[src/rtl/ibex_rvfi_trace_buffer_if.sv]
//------------------------------------------------------------------------------
// ibex_rvfi_trace_buffer_if
// RVFI retirement inputs and trace drain port of the RVFI trace buffer.
// Revision: 1.0
//------------------------------------------------------------------------------
`default_nettype none

interface ibex_rvfi_trace_buffer_if #(
`ifdef IBEX_RVFI_TRACE_MEM_EN
  parameter int unsigned RecW = 145
`else
  parameter int unsigned RecW = 105
`endif
);
  logic            rvfi_valid_i;
  logic [63:0]     rvfi_order_i;
  logic [31:0]     rvfi_insn_i;
  logic            rvfi_trap_i;
  logic            rvfi_intr_i;
  logic [1:0]      rvfi_mode_i;
  logic [4:0]      rvfi_rd_addr_i;
  logic [31:0]     rvfi_rd_wdata_i;
  logic [31:0]     rvfi_pc_rdata_i;
  logic [31:0]     rvfi_mem_addr_i;
  logic [3:0]      rvfi_mem_rmask_i;
  logic [3:0]      rvfi_mem_wmask_i;
  logic            trace_valid_o;
  logic            trace_ready_i;
  logic [RecW-1:0] trace_rdata_o;

  // Buffer side
  modport slave (
    input  rvfi_valid_i, rvfi_order_i, rvfi_insn_i, rvfi_trap_i, rvfi_intr_i,
           rvfi_mode_i, rvfi_rd_addr_i, rvfi_rd_wdata_i, rvfi_pc_rdata_i,
           rvfi_mem_addr_i, rvfi_mem_rmask_i, rvfi_mem_wmask_i, trace_ready_i,
    output trace_valid_o, trace_rdata_o
  );

  // Core/sink side
  modport master (
    output rvfi_valid_i, rvfi_order_i, rvfi_insn_i, rvfi_trap_i, rvfi_intr_i,
           rvfi_mode_i, rvfi_rd_addr_i, rvfi_rd_wdata_i, rvfi_pc_rdata_i,
           rvfi_mem_addr_i, rvfi_mem_rmask_i, rvfi_mem_wmask_i, trace_ready_i,
    input  trace_valid_o, trace_rdata_o
  );
endinterface

`default_nettype wire

[src/rtl/ibex_rvfi_trace_buffer.sv]
//------------------------------------------------------------------------------
// ibex_rvfi_trace_buffer
// Captures one record per RVFI retirement into a FIFO drained over valid/ready,
// counting overflow drops and flagging rvfi_order gaps.
// Optional macro IBEX_RVFI_TRACE_MEM_EN adds {wmask, rmask, mem_addr} at the MSB.
// Revision: 1.0
//------------------------------------------------------------------------------
`default_nettype none

module ibex_rvfi_trace_buffer #(
  parameter int unsigned Depth    = 8,
  parameter int unsigned DropCntW = 16
) (
  input  logic                      clk_i,
  input  logic                      rst_i,
  input  logic                      enable_i,
  input  logic                      clear_i,
  ibex_rvfi_trace_buffer_if.slave   bus,
  output logic [$clog2(Depth):0]    level_o,
  output logic [DropCntW-1:0]       drop_cnt_o,
  output logic                      overflow_o,
  output logic                      order_err_o
);

  localparam int unsigned AW = $clog2(Depth);
  localparam int unsigned PW = AW + 1;
`ifdef IBEX_RVFI_TRACE_MEM_EN
  localparam int unsigned RecW = 145;
`else
  localparam int unsigned RecW = 105;
`endif

  typedef enum logic [0:0] {
    UNARMED = 1'b0,
    ARMED   = 1'b1
  } order_state_e;

  logic [RecW-1:0]     mem_q [Depth];
  logic [PW-1:0]       wr_ptr_q, rd_ptr_q;
  logic [DropCntW-1:0] drop_cnt_q;
  logic                overflow_q;
  logic                order_err_q, order_err_d;
  order_state_e        state_q, state_d;
  logic [63:0]         exp_order_q, exp_order_d;

  logic            capture, full, empty, push, pop, drop;
  logic [RecW-1:0] rec;

`ifdef IBEX_RVFI_TRACE_MEM_EN
  assign rec = {bus.rvfi_mem_wmask_i, bus.rvfi_mem_rmask_i, bus.rvfi_mem_addr_i,
                bus.rvfi_mode_i, bus.rvfi_intr_i, bus.rvfi_trap_i, bus.rvfi_rd_addr_i,
                bus.rvfi_rd_wdata_i, bus.rvfi_insn_i, bus.rvfi_pc_rdata_i};
`else
  assign rec = {bus.rvfi_mode_i, bus.rvfi_intr_i, bus.rvfi_trap_i, bus.rvfi_rd_addr_i,
                bus.rvfi_rd_wdata_i, bus.rvfi_insn_i, bus.rvfi_pc_rdata_i};

  logic unused_mem;
  assign unused_mem = ^{bus.rvfi_mem_addr_i, bus.rvfi_mem_rmask_i, bus.rvfi_mem_wmask_i};
`endif

  assign capture = bus.rvfi_valid_i & enable_i;
  assign empty   = (wr_ptr_q == rd_ptr_q);
  assign full    = (wr_ptr_q[AW-1:0] == rd_ptr_q[AW-1:0]) & (wr_ptr_q[AW] != rd_ptr_q[AW]);
  assign pop     = ~empty & bus.trace_ready_i;
  assign push    = capture & (~full | pop);
  assign drop    = capture & full & ~pop;

  // Storage is intentionally not reset; contents are only observed when non-empty.
  always_ff @(posedge clk_i) begin
    if (push) begin
      mem_q[wr_ptr_q[AW-1:0]] <= rec;
    end
  end

  always_ff @(posedge clk_i) begin
    if (rst_i) begin
      wr_ptr_q <= '0;
      rd_ptr_q <= '0;
    end else begin
      if (push) wr_ptr_q <= wr_ptr_q + 1'b1;
      if (pop)  rd_ptr_q <= rd_ptr_q + 1'b1;
    end
  end

  always_ff @(posedge clk_i) begin
    if (rst_i || clear_i) begin
      drop_cnt_q <= '0;
      overflow_q <= 1'b0;
    end else if (drop) begin
      overflow_q <= 1'b1;
      if (drop_cnt_q != {DropCntW{1'b1}}) drop_cnt_q <= drop_cnt_q + 1'b1;
    end
  end

  // A record arriving with clear_i still arms the tracker, without a check.
  always_comb begin
    state_d     = state_q;
    exp_order_d = exp_order_q;
    order_err_d = order_err_q;
    if (clear_i) begin
      state_d     = UNARMED;
      order_err_d = 1'b0;
    end
    if (capture) begin
      if (state_q == ARMED && !clear_i && bus.rvfi_order_i != exp_order_q) begin
        order_err_d = 1'b1;
      end
      exp_order_d = bus.rvfi_order_i + 64'd1;
      state_d     = ARMED;
    end
  end

  always_ff @(posedge clk_i) begin
    if (rst_i) begin
      state_q     <= UNARMED;
      exp_order_q <= '0;
      order_err_q <= 1'b0;
    end else begin
      state_q     <= state_d;
      exp_order_q <= exp_order_d;
      order_err_q <= order_err_d;
    end
  end

  assign bus.trace_valid_o = ~empty;
  assign bus.trace_rdata_o = mem_q[rd_ptr_q[AW-1:0]];
  assign level_o           = wr_ptr_q - rd_ptr_q;
  assign drop_cnt_o        = drop_cnt_q;
  assign overflow_o        = overflow_q;
  assign order_err_o       = order_err_q;

endmodule

`default_nettype wire
[src/flat_wrapper.sv]
// flat-port wrapper written by rule: the top's interface ports become plain ports
module ibex_rvfi_trace_buffer_flat 
#(
  parameter int unsigned Depth    = 8,
  parameter int unsigned DropCntW = 16
)
  (clk_i, rst_i, enable_i, clear_i, level_o, drop_cnt_o, overflow_o, order_err_o, bus_rvfi_valid_i, bus_rvfi_order_i, bus_rvfi_insn_i, bus_rvfi_trap_i, bus_rvfi_intr_i, bus_rvfi_mode_i, bus_rvfi_rd_addr_i, bus_rvfi_rd_wdata_i, bus_rvfi_pc_rdata_i, bus_rvfi_mem_addr_i, bus_rvfi_mem_rmask_i, bus_rvfi_mem_wmask_i, bus_trace_ready_i, bus_trace_valid_o, bus_trace_rdata_o);
  ibex_rvfi_trace_buffer_if bus_i ();
  input  logic clk_i;
  input  logic rst_i;
  input  logic enable_i;
  input  logic clear_i;
  output logic [$clog2(Depth):0] level_o;
  output logic [DropCntW-1:0] drop_cnt_o;
  output logic overflow_o;
  output logic order_err_o;
  input wire logic [$bits(bus_i.rvfi_valid_i)-1:0] bus_rvfi_valid_i;
  input wire logic [$bits(bus_i.rvfi_order_i)-1:0] bus_rvfi_order_i;
  input wire logic [$bits(bus_i.rvfi_insn_i)-1:0] bus_rvfi_insn_i;
  input wire logic [$bits(bus_i.rvfi_trap_i)-1:0] bus_rvfi_trap_i;
  input wire logic [$bits(bus_i.rvfi_intr_i)-1:0] bus_rvfi_intr_i;
  input wire logic [$bits(bus_i.rvfi_mode_i)-1:0] bus_rvfi_mode_i;
  input wire logic [$bits(bus_i.rvfi_rd_addr_i)-1:0] bus_rvfi_rd_addr_i;
  input wire logic [$bits(bus_i.rvfi_rd_wdata_i)-1:0] bus_rvfi_rd_wdata_i;
  input wire logic [$bits(bus_i.rvfi_pc_rdata_i)-1:0] bus_rvfi_pc_rdata_i;
  input wire logic [$bits(bus_i.rvfi_mem_addr_i)-1:0] bus_rvfi_mem_addr_i;
  input wire logic [$bits(bus_i.rvfi_mem_rmask_i)-1:0] bus_rvfi_mem_rmask_i;
  input wire logic [$bits(bus_i.rvfi_mem_wmask_i)-1:0] bus_rvfi_mem_wmask_i;
  input wire logic [$bits(bus_i.trace_ready_i)-1:0] bus_trace_ready_i;
  output wire logic [$bits(bus_i.trace_valid_o)-1:0] bus_trace_valid_o;
  output wire logic [$bits(bus_i.trace_rdata_o)-1:0] bus_trace_rdata_o;
  assign bus_i.rvfi_valid_i = bus_rvfi_valid_i;
  assign bus_i.rvfi_order_i = bus_rvfi_order_i;
  assign bus_i.rvfi_insn_i = bus_rvfi_insn_i;
  assign bus_i.rvfi_trap_i = bus_rvfi_trap_i;
  assign bus_i.rvfi_intr_i = bus_rvfi_intr_i;
  assign bus_i.rvfi_mode_i = bus_rvfi_mode_i;
  assign bus_i.rvfi_rd_addr_i = bus_rvfi_rd_addr_i;
  assign bus_i.rvfi_rd_wdata_i = bus_rvfi_rd_wdata_i;
  assign bus_i.rvfi_pc_rdata_i = bus_rvfi_pc_rdata_i;
  assign bus_i.rvfi_mem_addr_i = bus_rvfi_mem_addr_i;
  assign bus_i.rvfi_mem_rmask_i = bus_rvfi_mem_rmask_i;
  assign bus_i.rvfi_mem_wmask_i = bus_rvfi_mem_wmask_i;
  assign bus_i.trace_ready_i = bus_trace_ready_i;
  assign bus_trace_valid_o = bus_i.trace_valid_o;
  assign bus_trace_rdata_o = bus_i.trace_rdata_o;
  ibex_rvfi_trace_buffer #(.Depth(Depth), .DropCntW(DropCntW)) u_core (.clk_i(clk_i), .rst_i(rst_i), .enable_i(enable_i), .clear_i(clear_i), .bus(bus_i), .level_o(level_o), .drop_cnt_o(drop_cnt_o), .overflow_o(overflow_o), .order_err_o(order_err_o));
endmodule
[config.mk]
export PLATFORM = sky130hd
export DESIGN_NAME = ibex_rvfi_trace_buffer_flat
export DESIGN_NICKNAME = d
export VERILOG_FILES = /design/src/rtl/ibex_rvfi_trace_buffer_if.sv /design/src/rtl/ibex_rvfi_trace_buffer.sv /design/src/flat_wrapper.sv
export SDC_FILE = /design/constraint.sdc
export NUM_CORES = 1
export LEC_CHECK = 0
export ABC_AREA = 1
export BUFFER_PORTS_ARGS = -buffer_cell sky130_fd_sc_hd__buf_2
export CAP_MARGIN = 30
export CORE_AREA = 2 2 437 309
export DETAILED_ROUTE_END_ITERATION = 6
export DIE_AREA = 0 0 439 311
export HOLD_SLACK_MARGIN = 0.03
export PLACE_DENSITY = 0.49
export SLEW_MARGIN = 30
export SYNTH_ARGS = -nofsm -noshare
export SYNTH_HDL_FRONTEND = slang
export SYNTH_SLANG_ARGS = --single-unit
[constraint.sdc]
create_clock -name clk_i -period 17.3 [get_ports clk_i]
set_input_delay 0 -clock clk_i [delete_from_list [all_inputs] [get_ports clk_i]]
set_output_delay 0 -clock clk_i [all_outputs]
set_load 0.05 [all_outputs]
Word level (Yosys, flattened, before mapping)
Memories as Yosys holds them, arrays and structs flattened. A register that Yosys moved wholly into a read port is not among the register bits. Index checks and enable logic that the tools add are counted.

Reductions and logical operators: 6. Mux-type cells: 9. Bitwise logic cells: 10. Equality and inequality tests: 5. Add/sub/neg operators: 5.

Operator list (number): 64-bit by 1-bit adder with 64-bit output (second input constant) (1); 64-bit != test (1); 16-bit by 1-bit adder with 16-bit output (second input constant) (1); 16-bit != test (second input constant) (1); 4-bit by 1-bit adder with 4-bit output (second input constant) (2); 1-bit two-way mux (7); 1-bit AND (6); 3-bit two-way mux (2); 4-bit equality test (1); 4-bit subtractor (1); 3-bit equality test (1); 1-bit NOT (3); 1-bit logical AND (2); 2-bit AND reduction (1); 2-bit nonzero test (1); 1-bit logical NOT (1); 1-bit logical OR (1); 1-bit != test (1); 1-bit OR (1).

RAM bits: 840. Output and inout port bits: 128. Memories: 1. Input port bits: 215. Logic and storage cells: 43. Register bits after elaboration: 91.

Memory list: u_core.mem_q (words 8, width 105, rd ports 1, clocked after Yosys merged registers in 1, wr ports 1, line ibex_rvfi_trace_buffer.sv:38) `logic [RecW-1:0] mem_q [Depth];`.

Logic depth before layout (Yosys ltp)
Word-level depth: 7. Gate-level depth with buffers: 12. Depth with buffers taken out: 12.

Least setup slack after synthesis
OpenSTA, ideal clock, no wires.

Path type: register to register. Start: register u_core.rd_ptr_q[1]. End: memory u_core.mem_q[6][0] (enable). Library setup time: 0.698 ns. Arrival: 8.384 ns. Stages on the path, launching flop included: 10. Period minus slack after synthesis: 9.083 ns. Buffers on the path: 0. Slack: 8.217 ns. Required time: 16.602 ns. Cells stage by stage: dfxtp_1 > inv_1 > ha_1 > nand3_1 > nor2_1 > nand2_1 > nand2_1 > inv_1 > nand2_1 > nor3_1.

Cells in the longest elaborated chain, start to end: 7. Elaborated cells on any way between the ends: 10. Classes of those cells: eq/ne: 2; mux: 2; bitwise: 6.

Ends and longest elaborated chain: start, declared (line ibex_rvfi_trace_buffer.sv:39) `logic [PW-1:0] wr_ptr_q, rd_ptr_q;`; start signal, assigned (line ibex_rvfi_trace_buffer.sv:81) `if (pop) rd_ptr_q <= rd_ptr_q + 1'b1;`; 4-bit equality test / 3-bit equality test (equally long branches) (line ibex_rvfi_trace_buffer.sv:62, ibex_rvfi_trace_buffer.sv:63); 1-bit NOT / 1-bit AND (equally long branches) (line ibex_rvfi_trace_buffer.sv:64, ibex_rvfi_trace_buffer.sv:63); 1-bit AND / 1-bit NOT (equally long branches) (line ibex_rvfi_trace_buffer.sv:64, ibex_rvfi_trace_buffer.sv:65); 1-bit OR * (line ibex_rvfi_trace_buffer.sv:65) `assign push = capture & (~full | pop);`; 1-bit AND * (line ibex_rvfi_trace_buffer.sv:65); 1-bit two-way mux * (line ibex_rvfi_trace_buffer.sv:70) `if (push) begin`; 1-bit two-way mux (not written as such) * (line ibex_rvfi_trace_buffer.sv:71) `mem_q[wr_ptr_q[AW-1:0]] <= rec;`; end, declared (line ibex_rvfi_trace_buffer.sv:38).

Mark *: on every way between the ends. The rest lies on a longest branch, timed or not.

==> results.md <==
| Parameter | This run |
| --- | --- |
| Most instantiated flip-flop cell in the synthesis netlist | sky130_fd_sc_hd__edfxtp_1 |
| Count of instances resized after the clock tree is built | 0 |
| Max stage delay cell, worst path | sky130_fd_sc_hd__buf_4 |
| Number of buffer cells added on primary ports | 302 |
| Final instance area | 48400 sq um |
| Average footprint of a synthesized cell | 10.7 sq um |
| Peak fanout along the critical path | 96 |
| Signal arrival time at the worst endpoint | 4940 ps |
| Cell area reported after detailed placement | 42700 sq um |
| Initial Utilization | 0.298 |
| Count of placed standard cells in the final layout, fillers left out | 6033 |
| Post-synthesis sequential area ratio | 0.688 |
| Slew at the pin closest to its max-slew limit | 988 ps |
| Routed vias/inst | 4.66 |
| Buffering stage count on the worst path with inverters included | 4 |
| Kind of end point of the critical path | output port |
| Average wire length per cell after detail routing | 18.4 um |
| Period utilisation layout | 0.286 |
| Worst Hold Class | primary input to register |
| Clock tree from TritonCTS | done |
| Final nets | 4407 |
| Chip Height | 311 um |
| Iteration count of the initial detailed-routing pass | 5 |
| Standby leakage power | 17.4 nW |
| Area inside the core boundary | 132000 sq um |
| Global-route wire length before repair | 167000 um |
| Share of async-settable or async-resettable flops after synthesis | 0 |
| Net count after synthesis | 3897 |
| Overall die width | 439 um |
| Bufs on Longest Clock Path | 3 |
| Pwr dens | 117 nW/um^2 |
| Ordered list of cells on the worst path | buf_6 -> buf_4 -> buf_4 -> o21ai_0 -> o22ai_1 -> nor2_1 -> a31oi_1 -> buf_2 |
| Clock transition at the registers of the reported paths | 60 ps |
| Remaining routing DRC violations | 0 |
| Maximum number of pins on one net before global-route repair | 196 |
| Unique masters post-synth | 40 |
| Post-detailed-placement half-perimeter wirelength | 60900 um |
| Layout filler cell count | 13100 |
| Standard-cell row count | 112 |
| Post-synth EDFFs | 840 |
| Endpoints failing hold | 0 |
| Floorplan die area | 137000 sq um |
| Root buffer selected by CTS | sky130_fd_sc_hd__clkbuf_16 |
| Max-cap violations | 0 |
| Worst-Skew Late Latency | 720 ps |
| Total power after layout | 5.69 mW |
| Most frequent cell on the critical path | sky130_fd_sc_hd__buf_4 |
| Sort of element at the start of the critical path | register |
| Area occupied by multi-input gates | 10700 sq um |
| Area occupied by registers | 27100 sq um |
| Gpl congestion | 0.875 |
| I/O pin total | 343 |
| Critical Path RT | 17300 ps |
| Number of placed cells counting well taps | 5593 |
| Overall global routing resource usage | 0.159 |
| H-tree level count | 3 |
| Post-route setup TNS | 0 ps |
| Status | complete, no violations |
| Worst clock skew | 53.2 ps |
| DR vias | 28100 |
| Initial DRC count | 2025 |
| Number of sinks driven by the clock tree | 934 |
| Number of synthesized register bits | 934 |
| Syn-to-layout area delta | 22.9% |
| RSZ-0062 raised after global routing | no |
| Commonest cells after routing, fill and taps aside | 910 x sky130_fd_sc_hd__nor2_1, 840 x sky130_fd_sc_hd__edfxtp_1, 473 x sky130_fd_sc_hd__nand2_1, 456 x sky130_fd_sc_hd__o21ai_0, 302 x sky130_fd_sc_hd__buf_2 |
| Final setup viols | 0 |
| Cells after Synth | 3674 |
| Aggregate global routing overflow | 0 |
| Number of global-route vias before repair | 26800 |
| Wire length after detailed routing | 111000 um |
| Worst setup path class | register to output port |
| Netlist Area Pre-Place | 39400 sq um |
| Share of layout cells above drive strength 1 | 0.122 |
| Worst rel slew slack | 0.342 |
| Top Family by Delay on Critical Path | buffers and inverters |
| Final min period | 4940 ps |
| Most common cell after layout, fill and taps aside | sky130_fd_sc_hd__nor2_1 |
| Maximum ir drop on the vdd rail | 0.100 mV |
| Post-placement setup slack | 12750 ps |
| Antenna violations before repair | 8 |
| TritonCTS buffer count | 97 |
| Max-slew violation count | 0 |
| Slowest Stage Delay on Critical Path | 820 ps |
| Top achievable clock speed | 202 MHz |
| Antenna Nets Post-Route | 0 |
| Smallest setup slack after layout | 12360 ps |
| Count of synthesis-stage warnings from yosys | 0 |
[through the flow]
stage,hold WS (ps),utilization
after detailed placement,270,0.323
after floorplan,98.9,-
final,101,0.366
after global placement,275,0.322
after global routing,66.3,0.366
after CTS,30.1,0.366
[cells by family after synthesis]
kind of cell,count (synthesis),synth area share
AND/OR/NAND/NOR,1538,0.156
flip-flops,934,0.688
AO/OA/AOI/OAI,753,0.103
buffers and inverters,397,0.0413
XOR/XNOR,44,0.00978
adder cells (fa/ha/maj),8,0.00273
[synth_stat cells (3+ instances only)]
| cell type | number | area share |
|---|---|---|
| sky130_fd_sc_hd__nor2_1 | 917 | 0.087 |
| sky130_fd_sc_hd__edfxtp_1 | 840 | 0.64 |
| sky130_fd_sc_hd__nand2_1 | 474 | 0.045 |
| sky130_fd_sc_hd__o21ai_0 | 456 | 0.058 |
| sky130_fd_sc_hd__inv_1 | 206 | 0.020 |
| sky130_fd_sc_hd__clkbuf_1 | 120 | 0.011 |
| sky130_fd_sc_hd__a31oi_1 | 112 | 0.018 |
| sky130_fd_sc_hd__o22ai_1 | 105 | 0.017 |
| sky130_fd_sc_hd__dfxtp_1 | 94 | 0.048 |
| sky130_fd_sc_hd__nand3_1 | 75 | 0.0095 |
| sky130_fd_sc_hd__a21oi_1 | 73 | 0.0093 |
| sky130_fd_sc_hd__buf_2 | 43 | 0.0055 |
| sky130_fd_sc_hd__xor2_1 | 35 | 0.0078 |
| sky130_fd_sc_hd__buf_4 | 22 | 0.0042 |
| sky130_fd_sc_hd__nand4_1 | 19 | 0.0030 |
| sky130_fd_sc_hd__and2_1 | 10 | 0.0016 |
| sky130_fd_sc_hd__nor3_1 | 9 | 0.0011 |
| sky130_fd_sc_hd__xnor2_1 | 9 | 0.0020 |
| sky130_fd_sc_hd__ha_1 | 7 | 0.0022 |
| sky130_fd_sc_hd__nor2_2 | 7 | 0.0011 |
| sky130_fd_sc_hd__nor2_4 | 6 | 0.0017 |
| sky130_fd_sc_hd__nand2_4 | 5 | 0.0014 |
| sky130_fd_sc_hd__nand2_2 | 4 | 0.00063 |
| sky130_fd_sc_hd__o21ai_1 | 4 | 0.00051 |
| sky130_fd_sc_hd__inv_2 | 3 | 0.00029 |
| sky130_fd_sc_hd__nor3_2 | 3 | 0.00076 |
[layout make-up]
type                       count  share of cell area
inverter                     211              0.0169
tap                         1767              0.0456
multi-input combinational   2343               0.222
clock buffer                 120              0.0528
clock inverter                57              0.0112
timing repair buffer         597              0.0920
antenna                        4            0.000207
sequential                   934               0.560
[path summary, 6_finish.rpt]
check / startpoint / to / slack [ps] / cells past startpoint
worst min-delay path: bus_rvfi_insn_i[25] / u_core.mem_q[1][57]$_DFFE_PP_ / 100 / 2
worst max-delay path: register / bus_trace_rdata_o[64] / 12360 / 8
worst min register to register: u_core.order_err_o$_SDFF_PP0_ / u_core.order_err_o$_SDFF_PP0_ / 460 / 2
worst max register to register: u_core.rd_ptr_q[1]$_SDFFE_PP0N_ / u_core.mem_q[2][17]$_DFFE_PP_ / 12860 / 11
[flip-flops by register name, summed over array words and instances (netlist names), named ones only]
signal	count
u_core.mem_q	840
u_core.exp_order_q	64
u_core.drop_cnt_o	16
u_core.rd_ptr_q	4
u_core.wr_ptr_q	4
u_core.order_err_o	1
u_core.overflow_o	1
u_core.state_q	1
[metal layers]
metal | GRT usage | routed length (um) | up-vias
li1 | - | - | 13800
met1 | 0.227 | 53400 | 13500
met2 | 0.245 | 49600 | 629
met3 | 0.0340 | 5860 | 159
met4 | 0.0411 | 2390 | 8
met5 | 0 | 48 | -
[what timing repair did]
action,4_1_cts,5_1_grt
buffers inserted,0,0
endpoints found under the hold margin,934,0
hold buffers,259,0
[where the power goes]
| part | internal (mW) | switching [mW] | total, mW |
|---|---|---|---|
| Clock | 1.16 | 0.909 | 2.07 |
| Sequential | 2.49 | 0.0273 | 2.52 |
| Combinational | 0.286 | 0.811 | 1.10 |
| Total | 3.94 | 1.75 | 5.69 |
Power figures use the tool's default switching activity.
